### src/rtl/alarm_trigger_ctrl_pkg.sv
// Shared definitions for the alarm trigger controller:
// state encoding, BCD field width and parameter defaults.
package alarm_trigger_ctrl_pkg;

    localparam int BCD_W = 8;

    localparam int DEF_RING_PERIOD = 2;
    localparam int DEF_MAX_RINGS   = 30;
    localparam int DEF_SNOOZE_SEC  = 300;
    localparam int DEF_MAX_SNOOZE  = 3;

    typedef enum logic [1:0] {
        ST_IDLE    = 2'd0,
        ST_RINGING = 2'd1,
        ST_SNOOZE  = 2'd2
    } alarm_state_e;

endpackage

### src/rtl/alarm_trigger_ctrl.sv
// Buzzer trigger initiator: alarm match, periodic ringing,
// snooze/stop/auto-off and the hourly chime pulse.
module alarm_trigger_ctrl
    import alarm_trigger_ctrl_pkg::*;
#(
    parameter int RING_PERIOD = DEF_RING_PERIOD,
    parameter int MAX_RINGS   = DEF_MAX_RINGS,
    parameter int SNOOZE_SEC  = DEF_SNOOZE_SEC,
    parameter int MAX_SNOOZE  = DEF_MAX_SNOOZE
) (
    input  logic             Reset_N,
    input  logic             Clk_50MHz,
    input  logic             Sec_tick,
    input  logic [BCD_W-1:0] Cur_hour,
    input  logic [BCD_W-1:0] Cur_min,
    input  logic [BCD_W-1:0] Cur_sec,
    input  logic [BCD_W-1:0] Alarm_hour,
    input  logic [BCD_W-1:0] Alarm_min,
    input  logic             Alarm_en,
    input  logic             Chime_en,
    input  logic             Key_stop,
    input  logic             Key_snooze,
    output logic             Buzzer_trigger,
    output logic             Alarm_active,
    output logic             Snooze_active
);

    localparam int RW = $clog2(MAX_RINGS + 1);
    localparam int PW = $clog2(RING_PERIOD + 1);
    localparam int SW = $clog2(SNOOZE_SEC + 1);
    localparam int NW = $clog2(MAX_SNOOZE + 1);

    localparam logic [RW-1:0] RINGS_MAX = RW'(MAX_RINGS);
    localparam logic [PW-1:0] PER_MAX   = PW'(RING_PERIOD);
    localparam logic [SW-1:0] SNZ_LEN   = SW'(SNOOZE_SEC);
    localparam logic [NW-1:0] SNZ_MAX   = NW'(MAX_SNOOZE);

    alarm_state_e  state;
    logic [RW-1:0] ring_cnt;
    logic [PW-1:0] period_cnt;
    logic [SW-1:0] snooze_cnt;
    logic [NW-1:0] snooze_num;

    logic          match;
    logic          chime;
    logic [PW-1:0] period_nxt;

    assign match = Sec_tick & Alarm_en
                 & (Cur_sec == 8'h00)
                 & (Cur_hour == Alarm_hour)
                 & (Cur_min == Alarm_min);

    assign chime = Sec_tick & Chime_en
                 & (Cur_min == 8'h00)
                 & (Cur_sec == 8'h00);

    assign period_nxt = (period_cnt >= PER_MAX) ? PER_MAX
                                                : period_cnt + PW'(1);

    always_ff @(posedge Clk_50MHz or negedge Reset_N) begin
        if (!Reset_N) begin
            state          <= ST_IDLE;
            ring_cnt       <= '0;
            period_cnt     <= '0;
            snooze_cnt     <= '0;
            snooze_num     <= '0;
            Buzzer_trigger <= 1'b0;
            Alarm_active   <= 1'b0;
            Snooze_active  <= 1'b0;
        end else begin
            Buzzer_trigger <= 1'b0;
            unique case (state)
                ST_IDLE: begin
                    // Alarm takes precedence; a coincident chime adds no pulse.
                    if (match) begin
                        state          <= ST_RINGING;
                        Buzzer_trigger <= 1'b1;
                        ring_cnt       <= RW'(1);
                        period_cnt     <= '0;
                        snooze_num     <= '0;
                        Alarm_active   <= 1'b1;
                        Snooze_active  <= 1'b0;
                    end else if (chime) begin
                        Buzzer_trigger <= 1'b1;
                    end
                end
                ST_RINGING: begin
                    if (!Alarm_en || Key_stop) begin
                        state         <= ST_IDLE;
                        Alarm_active  <= 1'b0;
                        Snooze_active <= 1'b0;
                    end else if (Key_snooze) begin
                        if (snooze_num < SNZ_MAX) begin
                            state         <= ST_SNOOZE;
                            snooze_cnt    <= SNZ_LEN;
                            snooze_num    <= snooze_num + NW'(1);
                            Snooze_active <= 1'b1;
                        end else begin
                            state         <= ST_IDLE;
                            Alarm_active  <= 1'b0;
                            Snooze_active <= 1'b0;
                        end
                    end else if (Sec_tick) begin
                        if (period_nxt == PER_MAX) begin
                            if (ring_cnt >= RINGS_MAX) begin
                                state         <= ST_IDLE;
                                period_cnt    <= period_nxt;
                                Alarm_active  <= 1'b0;
                                Snooze_active <= 1'b0;
                            end else begin
                                Buzzer_trigger <= 1'b1;
                                ring_cnt       <= ring_cnt + RW'(1);
                                period_cnt     <= '0;
                            end
                        end else begin
                            period_cnt <= period_nxt;
                        end
                    end
                end
                ST_SNOOZE: begin
                    if (!Alarm_en || Key_stop) begin
                        state         <= ST_IDLE;
                        Alarm_active  <= 1'b0;
                        Snooze_active <= 1'b0;
                    end else if (Sec_tick) begin
                        // Ringing resumes on the tick that empties the counter.
                        if (snooze_cnt <= SW'(1)) begin
                            state          <= ST_RINGING;
                            snooze_cnt     <= '0;
                            Buzzer_trigger <= 1'b1;
                            ring_cnt       <= RW'(1);
                            period_cnt     <= '0;
                            Snooze_active  <= 1'b0;
                        end else begin
                            snooze_cnt <= snooze_cnt - SW'(1);
                        end
                    end
                end
                default: begin
                    state         <= ST_IDLE;
                    Alarm_active  <= 1'b0;
                    Snooze_active <= 1'b0;
                end
            endcase
        end
    end

endmodule

### config.mk
export PLATFORM = sky130hd
export DESIGN_NAME = alarm_trigger_ctrl
export DESIGN_NICKNAME = d
export VERILOG_FILES = /design/src/rtl/alarm_trigger_ctrl_pkg.sv /design/src/rtl/alarm_trigger_ctrl.sv
export SDC_FILE = /design/constraint.sdc
export NUM_CORES = 1
export LEC_CHECK = 0
export ABC_AREA = 1
export CAP_MARGIN = 0
export CORE_MARGIN = 4
export CORE_UTILIZATION = 46
export CTS_CLUSTER_DIAMETER = 40
export DETAILED_ROUTE_END_ITERATION = 10
export PLACE_DENSITY = 0.77
export SLEW_MARGIN = 20
export SYNTH_ARGS = -nofsm -noshare
export SYNTH_HDL_FRONTEND = slang
export SYNTH_SLANG_ARGS = --single-unit
### constraint.sdc
create_clock -name Clk_50MHz -period 2.85 [get_ports Clk_50MHz]
set_clock_uncertainty 0.05 [all_clocks]
set_input_delay 0.57 -clock Clk_50MHz [delete_from_list [all_inputs] [get_ports Clk_50MHz]]
set_output_delay 0.57 -clock Clk_50MHz [all_outputs]
set_load 0.02 [all_outputs]
Word-level counts from Yosys, hierarchy flattened --
Cells that the tools add are included.
Storage, ports and cells: bits in registers 23, bits of input ports 47, output and inout port bits 3, logic and storage cells 131
Cells by class: add/subtract/negate cells 4, $lt $le $gt $ge 4, equal/unequal tests 23, multiplexer cells 71, bitwise operators 7, reductions and logical operators 14
Operator list (number):
- 9-bit two-way mux | 6
- 2-bit two-way mux | 23
- 5-bit two-way mux | 9
- 1-bit two-way mux | 25
- 2-bit != test, second input constant | 12
- 9-bit one-hot mux with 2 select lines | 1
- 6-bit AND reduction | 3
- 8-bit == test | 2
- 8-bit logical NOT | 2
- 4-bit != test, second input constant | 4
- 5-bit one-hot mux with 3 select lines | 1
- 2-bit one-hot mux with 3 select lines | 2
- 10-bit AND reduction | 1
- 9-bit by 1-bit less-or-equal comparator with 1-bit output, second input constant | 1
- 1-bit one-hot mux with 3 select lines | 3
- 9-bit by 1-bit subtractor with 9-bit output, second input constant | 1
- 8-bit AND reduction | 1
- 1-bit AND | 7
- 3-bit != test, second input constant | 2
- 5-bit by 1-bit adder with 5-bit output, second input constant | 1
- 5-bit greater-or-equal comparator, second input constant | 1
- 5-bit AND reduction | 1
- 2-bit by 1-bit adder with 2-bit output, second input constant | 2
- 2-bit == test, second input constant | 2
- 9 further kinds | 10

Longest topological paths before layout --
Gate-level depths: netlist (run 1).
depth in word-level cells 8, mapped depth 12, depth with buffers taken out 11

Least setup slack after synthesis (run 1) --
No wires, ideal clock.
path kind input to register, from input Cur_sec[7], to register Alarm_active, library setup time 118 ps, arrival time 1466 ps, required time 2682 ps, setup slack 1217 ps, stages on the path 11, buffers on the path 1, cell sequence nor2_1 nand2_1 nor2_1 nand3_1 nor2_1 nand3_2 nand2_4 buf_12 nand3_1 nand2_1 nand2_1
On the way: cells in the longest elaborated chain, start to end 6
RTL lines:
- start: declaration | RTL line alarm_trigger_ctrl.sv:16 | input logic [BCD_W-1:0] Cur_sec,
- 8-bit logical NOT | RTL line alarm_trigger_ctrl.sv:49 | & (Cur_sec == 8'h00)
- 1-bit AND | RTL line alarm_trigger_ctrl.sv:49
- 1-bit AND | RTL line alarm_trigger_ctrl.sv:50 | & (Cur_hour == Alarm_hour)
- 1-bit AND | RTL line alarm_trigger_ctrl.sv:51 | & (Cur_min == Alarm_min);
- 2-bit != test (no line)
- 6-bit AND reduction (no line)
- end signal: assignment | RTL line alarm_trigger_ctrl.sv:68 | Alarm_active <= 1'b0;
- end signal: assignment | RTL line alarm_trigger_ctrl.sv:81 | Alarm_active <= 1'b1;
- end signal: assignment | RTL line alarm_trigger_ctrl.sv:90 | Alarm_active <= 1'b0;
- end: declaration | RTL line alarm_trigger_ctrl.sv:24 | output logic Alarm_active,
Every way passes these cells. A chain may end at the register's enable or synchronous reset.

Final worst setup path (run 1) --
from input Sec_tick, to register ring_cnt[1]
On the way: cells in the longest elaborated chain, start to end 6, elaborated cells between the ends (all ways) 8, those cells by class eq/ne (3); bitwise (4); reduce/logical (1)
RTL lines:
- start: declaration | RTL line alarm_trigger_ctrl.sv:13 | input logic Sec_tick,
- 1-bit AND | RTL line alarm_trigger_ctrl.sv:48 | assign match = Sec_tick & Alarm_en
- 1-bit AND | RTL line alarm_trigger_ctrl.sv:49
- 1-bit AND | RTL line alarm_trigger_ctrl.sv:50
- 1-bit AND | RTL line alarm_trigger_ctrl.sv:51
- 2-bit != test (no line)
- 10-bit AND reduction (no line) *
- end signal: assignment | RTL line alarm_trigger_ctrl.sv:112 | ring_cnt <= ring_cnt + RW'(1);
- end: declaration | RTL line alarm_trigger_ctrl.sv:39 | logic [RW-1:0] ring_cnt;
Every way passes the cells marked *; elsewhere a longest branch is shown, timed or not.

==> summary.md, run 1 <==
| Metric | Value |
|---|---|
| Outcome | completed |
| Top-Level Pins | 50 |
| Post-synth top flop | dfrtp_1 |
| Crit-path cells | clkdlybuf4s50_1, nand2_1, nor2_1, nand3b_1, nor2_2, nand3_2, nand2_4, nand3_4, nand2_1, nand2_1 |
| Number of sinks on the clock net | 22 |
| Post-DR wirelength/cell | 11.8 um |
| Longest Clk Path Bufs | 2 |
| Seq cells post-synth | 22 |
| IO buf count | 49 |
| H-tree Lvls | 1 |
| Initial core utilization | 0.480 |
| Design Power | 1280 uW |
| Max Cap Viol | 0 |
| Sequential share of the synthesized area | 0.311 |
| Commonest cells post-synth | 79 x nand2_1, 40 x inv_1, 36 x nor2_1, 22 x dfrtp_1, 12 x o21ai_0 |
| Layout cells sized above 1 | 0.0656 |
| Count of final setup violators | 0 |
| Netlist cell types | 32 |
| Pleak | 0.00112 uW |
| Mapped Cells | 268 |
| CTS tree | built |
| Slew Viols, Final | 0 |
| Most frequent CP cell | nand2_1 |
| Min Clock Period, post-route | 2.06 ns |
| Die area | 4910 um^2 |
| Worst slew pin tran | 0.696 ns |
| Critical path's top delay family | simple AND/OR/NAND/NOR gates |
| Crit path buf inv count | 1 |
| Final hold violation count | 0 |
| Post-Syn Nets | 320 |
| Post-synthesis cell area | 1770 um^2 |
| Critical Path End Type | flop |
| DR vias | 1791 |
| Syn avg cell area | 6.61 um^2 |
| Drt initial violations | 83 |
| Core area | 3690 um^2 |
| Grt ovf | 0 |
| Number of global-route vias before repair | 1733 |
| Number of synthesized flops with an enable pin | 0 |
| First-pass GRT wire length | 7.53 mm |
| Critical path class | in -> reg |
| Period utilization | 0.723 |
| CP Max Fanout | 12 |
| Die height | 70.1 um |
| # nets final | 373 |
| GRT Overall Usage | 0.186 |
| # DRC | 0 |
| Dominant cell by count in the synthesized netlist | nand2_1 |
| Setup tns final | 0 ns |
| Initial antenna violation count | 0 |
| Req. time, crit path | 2.97 ns |
| CTS root buffer | clkbuf_8 |
| Die W | 70.1 um |
| Clk_lat worst skew | 0.27 ns |
| Hold Crit Class | reg -> reg |
| Peak supply drop | 354 uV |
| P per Cell Area | 546 nW/um^2 |
| RSZ-0062 raised after global routing | no |
| Crit-path slowest cell | clkdlybuf4s50_1 |
| TritonCTS buffer count | 3 |
| Arr. time, crit path | 2.18 ns |
| WL final | 4.33 mm |
| HPWL Detailed | 3.58 mm |
| Largest net degree at the start of global routing | 23 |
| ANT nets after route | 0 |
| Row Count | 22 |
| Pre-CTS WS | 0.524 ns |
| Area Growth Syn to Fin | 32.7% |
| Max-slew headroom | 0.534 |
| GPL Wtd Cong | 0.879 |
| Vias/cell | 4.87 |
| Area leader, netlist | dfrtp_1 |
| Synth area leaders | dfrtp_1 31%, nand2_1 17%, inv_1 8.5% |
| Antenna cells | 0 |
| Detailed Routing Iterations Pass 1 | 5 |
| Post-CTS sizing | 0 |
| Max stage delay on crit path | 0.65 ns |
| Worst-path clk slew | 0.09 ns |
| Async SR Flop Fraction | 1.00 |
| Final core occ | 0.637 |
| Crit start category | input pin |
| Worst setup margin | 0.790 ns |
| Post-cts hold buffer count | 0 |
| Synth warnings | 0 |
| Post-CTS Setup Bufs | 0 |
| Maximum achievable frequency | 486 MHz |
| Area share of the largest cell type after synthesis | 0.311 |
==> where the power goes <==
group / leakage (uW) / switching (uW) / total, uW / internal, uW
logic: 0.000813 / 353 / 594 / 242
registers: 0.000277 / 71.9 / 459 / 388
clock network: 0.0000288 / 107 / 231 / 123
total: 0.00112 / 532 / 1280 / 753
==> metrics by stage <==
stage	area, um^2	instances	hold WS, ns
global placement	2300	364	0.414
CTS	2350	368	0.431
detailed placement	2300	364	0.410
floorplan	1770	268	0.224
global route	2350	368	0.474
finish	2350	368	0.426
==> placed cells by master (no fill, tap or decap), drive strengths merged <==
cell type / count
or3: 1
clkinv: 2
nand4: 10
nor3: 4
clkdlybuf4s50: 49
xnor2: 5
or2: 3
nor4: 3
o22ai: 1
a21oi: 9
a32oi: 1
o21ai: 18
dfrtp: 22
inv: 40
ha: 5
nand2: 83
nor2: 39
nand3: 12
clkbuf: 4
nand3b: 1
xor2: 4
buf: 1
a22oi: 3
==> routing by layer <==
layer,wire (um),share of wire,up-vias,track usage
met5,0,0,-,0
met4,74,0.017,0,0.0596
met3,140,0.032,10,0.0388
met2,2220,0.51,28,0.324
met1,1900,0.44,798,0.227
li1,-,-,955,-
==> worst paths after layout <==
kind	startpoint	to	slack [ns]	depth (start not counted)
max	Sec_tick	ring_cnt[1]$_DFFE_PN0P_	0.79	10
min	Alarm_active$_DFFE_PN0P_	Alarm_active$_DFFE_PN0P_	0.43	2
max reg2reg	Snooze_active$_DFFE_PN0P_	period_cnt[0]$_DFFE_PN0P_	0.96	9
min reg2reg	Alarm_active$_DFFE_PN0P_	Alarm_active$_DFFE_PN0P_	0.43	2
max in group asynchronous	Reset_N	snooze_cnt[5]$_DFFE_PN0P_	1.90	2
min in group asynchronous	Reset_N	period_cnt[0]$_DFFE_PN0P_	0.60	2
==> cells by family (layout without fill, tap and decap cells) <==
group,count (synthesis),after routing,synth area share
and+or+nand+nor,156,156,0.399
AOI/OAI and AO/OA,32,32,0.102
xor gates and xnor gates,9,9,0.0445
buffers and inverters,44,96,0.109
adders and majority gates,5,5,0.0353
DFF,22,22,0.311
==> sequential cells by signal, summed over array words and instances (netlist names) <==
signal	count
period_cnt	2
snooze_cnt	9
Alarm_active	1
Snooze_active	1
snooze_num	2
state	1
Buzzer_trigger	1
ring_cnt	5
==> layout make-up <==
cell class	count	area [um^2]
inverters	42	159
multi-input cells	202	1030
fillers	340	1340
repair buffers	50	498
clock buffers	4	55.1
flip-flops and latches	22	551
well taps	48	60.1
==> worst min-delay path: stages (launching register included) <==
cell	delay, ns
dfrtp_1	0.35
nand2_1	0.05
nand2_1	0.05
No activity file was read; power rests on OpenSTA's default activity.
==> run 2, diff against run 1 <==
Settings changed: CORE_UTILIZATION 46 to 43, PLACE_DENSITY 0.77 to 0.76.
Clock period 2.85 ns to 1.87 ns, I/O delays scaled along.
==> run 2 against run 1 <==
Worst hold slack got worse by 0.027 ns; sequential cell count unchanged; sequential share of layout area decreased by 1.3 points; wire length increased by 5.5%; count of clock-buffer cells in the layout unchanged; global-route usage decreased by 0.30 points; sequential power increased by 53%; die area increased by 6.2%; critical path type is now reg -> out; largest cell class unchanged; highest routed layer unchanged.
==> summary.md, run 2 (synthesis results as in run 1) <==
| Metric | Value |
|---|---|
| First-pass GRT wire length | 7.67 mm (+1.8%) |
| Layout cells sized above 1 | 0.113 (+0.0478) |
| RSZ-0062 raised after global routing | no |
| Biggest regs | snooze_cnt x9, ring_cnt x5 |
| Post-CTS sizing | 0 (unchanged) |
| Commonest non-fill, non-tap cell in the layout | nand2_1 |
| Arr. time, crit path | 1.39 ns (-0.79 ns) |
| Vias/cell | 4.85 (-0.31%) |
| TritonCTS buffer count | 3 (unchanged) |
| Psw | 867 uW (+63%) |
| Post-CTS Setup Bufs | 0 (unchanged) |
| Worst-path clk slew | 0.08 ns (about the same) |
| Peak supply drop | 432 uV (+22%) |
| Number of global-route vias before repair | 1783 (+2.9%) |
| Outcome | completed |
| Antenna cells | 0 (unchanged) |
| DR vias | 1868 (+4.3%) |
| CP endpoint | Snooze_active |
| ANT nets after route | 0 (unchanged) |
| Crit-path cells | clkdlybuf4s50_1 |
| Post-cts hold buffer count | 0 (unchanged) |
| Largest net degree at the start of global routing | 23 (unchanged) |
| Register with the most flip-flops | snooze_cnt |
| Period utilization | 0.969 |
| Critical path depth in cells | 1 (-9) |
| Critical path's top delay family | buffers and inverters |
| Min Clock Period, post-route | 1.81 ns |
| # DRC | 0 (unchanged) |
| Critical path class | reg -> out |
| Critical R2R Capture | state[0]$_DFFE_PN0P_ |
| Slew Viols, Final | 0 (unchanged) |
| Max reg flops | 9 (unchanged) |
| R2R depth | 11 (+2) |
| Die W | 72.2 um (+3.0%) |
| Critical Path End Type | output port |
| Pre-CTS WS | -0.161 ns (-0.685 ns) |
| Max-slew headroom | 0.756 (+0.221) |
| P per Cell Area | 834 nW/um^2 (+53%) |
| Detailed Routing Iterations Pass 1 | 4 (-1) |
| GPL Wtd Cong | 0.890 (+1.4%) |
| GRT Overall Usage | 0.183 (-0.00297) |
| Dpl cells | 380 (+4.4%) |
| Final Instance Count excl. Fillers | 385 (+4.6%) |
| CP startpoint | Snooze_active$_DFFE_PN0P_ |
| Crit-path slowest cell | clkdlybuf4s50_1 |
| Die area | 5210 um^2 (+6.2%) |
| Drt initial violations | 115 (+39%) |
| R2r setup slk | 0.20 ns (-0.76 ns) |
| Max Cap Viol | 0 (unchanged) |
| HPWL Detailed | 3.72 mm (+4.1%) |
| Design Power | 2080 uW (+62%) |
| Worst setup margin | 0.0583 ns (-0.732 ns) |
| H-tree Lvls | 1 (unchanged) |
| FF-to-FF Start | snooze_cnt[1]$_DFFE_PN0P_ |
| CTS root buffer | clkbuf_8 |
| Hold Crit Class | in -> async |
| Crit path buf inv count | 1 (unchanged) |
| Clk pwr share | 0.171 (-0.009) |
| Pint | 1210 uW (+61%) |
| Maximum achievable frequency | 552 MHz |
| Number of sinks on the clock net | 22 (unchanged) |
| Switch share | 0.417 (+0.00278) |
| Crit start category | flop |
| Initial core utilization | 0.443 (-0.0374) |
| Row Count | 23 (+4.5%) |
| Req. time, crit path | 1.45 ns (-1.52 ns) |
| WL final | 4.57 mm (+5.5%) |
| Top-Level Pins | 50 (unchanged) |
| CP Max Fanout | 7 (-5) |
| Longest Clk Path Bufs | 2 (unchanged) |
| Worst slew pin tran | 0.363 ns (-0.333 ns) |
| Comb pwr share | 0.491 (+0.028) |
| # nets final | 388 (+4.0%) |
| Max stage delay on crit path | 0.65 ns (about the same) |
| Final hold violation count | 0 (unchanged) |
| Seq pwr share | 0.338 (-0.020) |
| Core area | 4000 um^2 (+8.4%) |
| Initial antenna violation count | 0 (unchanged) |
| Most frequent cells in the layout | 79 x nand2_1, 49 x clkdlybuf4s50_1, 40 x inv_1, 34 x nor2_1, 22 x dfrtp_1 |
| Count of final setup violators | 0 (unchanged) |
| Grt ovf | 0 (unchanged) |
| Clk_lat worst skew | 0.27 ns (about the same) |
| Pleak | 0.00119 uW (+6.7%) |
| Post-DR wirelength/cell | 11.9 um (+0.86%) |
| IO buf count | 49 (unchanged) |
| Die height | 72.2 um (+3.0%) |
| Area Growth Syn to Fin | 40.7% |
| CTS tree | built |
==> run 2: per-stage QoR <==
step / setup TNS, ns / utilization / cell area, um^2 / hold slack [ns]
CTS: 0 / 0.615 / 2460 / 0.406
global placement: -1.47 / 0.601 / 2400 / 0.407
finish: 0 / 0.623 / 2490 / 0.399
global route: 0 / 0.623 / 2490 / 0.429
detailed placement: -2.18 / 0.601 / 2400 / 0.411
floorplan: 0 / - / 1770 / 0.0284
==> run 2: power by group through the flow <==
| stage | registers (uW) | logic, uW | clock network, uW |
|---|---|---|---|
| after floorplan | 697 | 708 | 0 |
| after global placement | 707 | 954 | 0 |
| after CTS | 702 | 987 | 363 |
| final | 702 | 1020 | 356 |
| after global routing | 721 | 1160 | 377 |
| after detailed placement | 711 | 983 | 0 |
==> run 2: worst min path at each step <==
stage | end | slack, ns
6_report | snooze_cnt[4]$_DFFE_PN0P_ | 0.40
3_5_place_dp | Alarm_active$_DFFE_PN0P_ | 0.41
4_1_cts | snooze_cnt[4]$_DFFE_PN0P_ | 0.41
2_1_floorplan | Alarm_active$_DFFE_PN0P_ | 0.03
5_1_grt | snooze_cnt[0]$_DFFE_PN0P_ | 0.43
3_3_place_gp | Alarm_active$_DFFE_PN0P_ | 0.41
==> run 2: area by class of cell <==
| cell class | count | area [um^2] |
|---|---|---|
| Multi-Input combinational cell | 203 | 1060 |
| Timing Repair Buffer | 64 | 603 |
| Tap cell | 50 | 62.6 |
| Inverter | 42 | 159 |
| Fill cell | 374 | 1510 |
| Clock buffer | 4 | 55.1 |
| Sequential cell | 22 | 551 |
==> run 2: routing by layer <==
metal / share of wire / up-vias / global-route usage / wire length [um]
met1: 0.41 / 831 / 0.214 / 1880
met5: 0 / - / 0 / 0
li1: - / 992 / - / -
met4: 0.016 / 0 / 0.0564 / 74
met2: 0.53 / 38 / 0.344 / 2440
met3: 0.038 / 7 / 0.0222 / 172
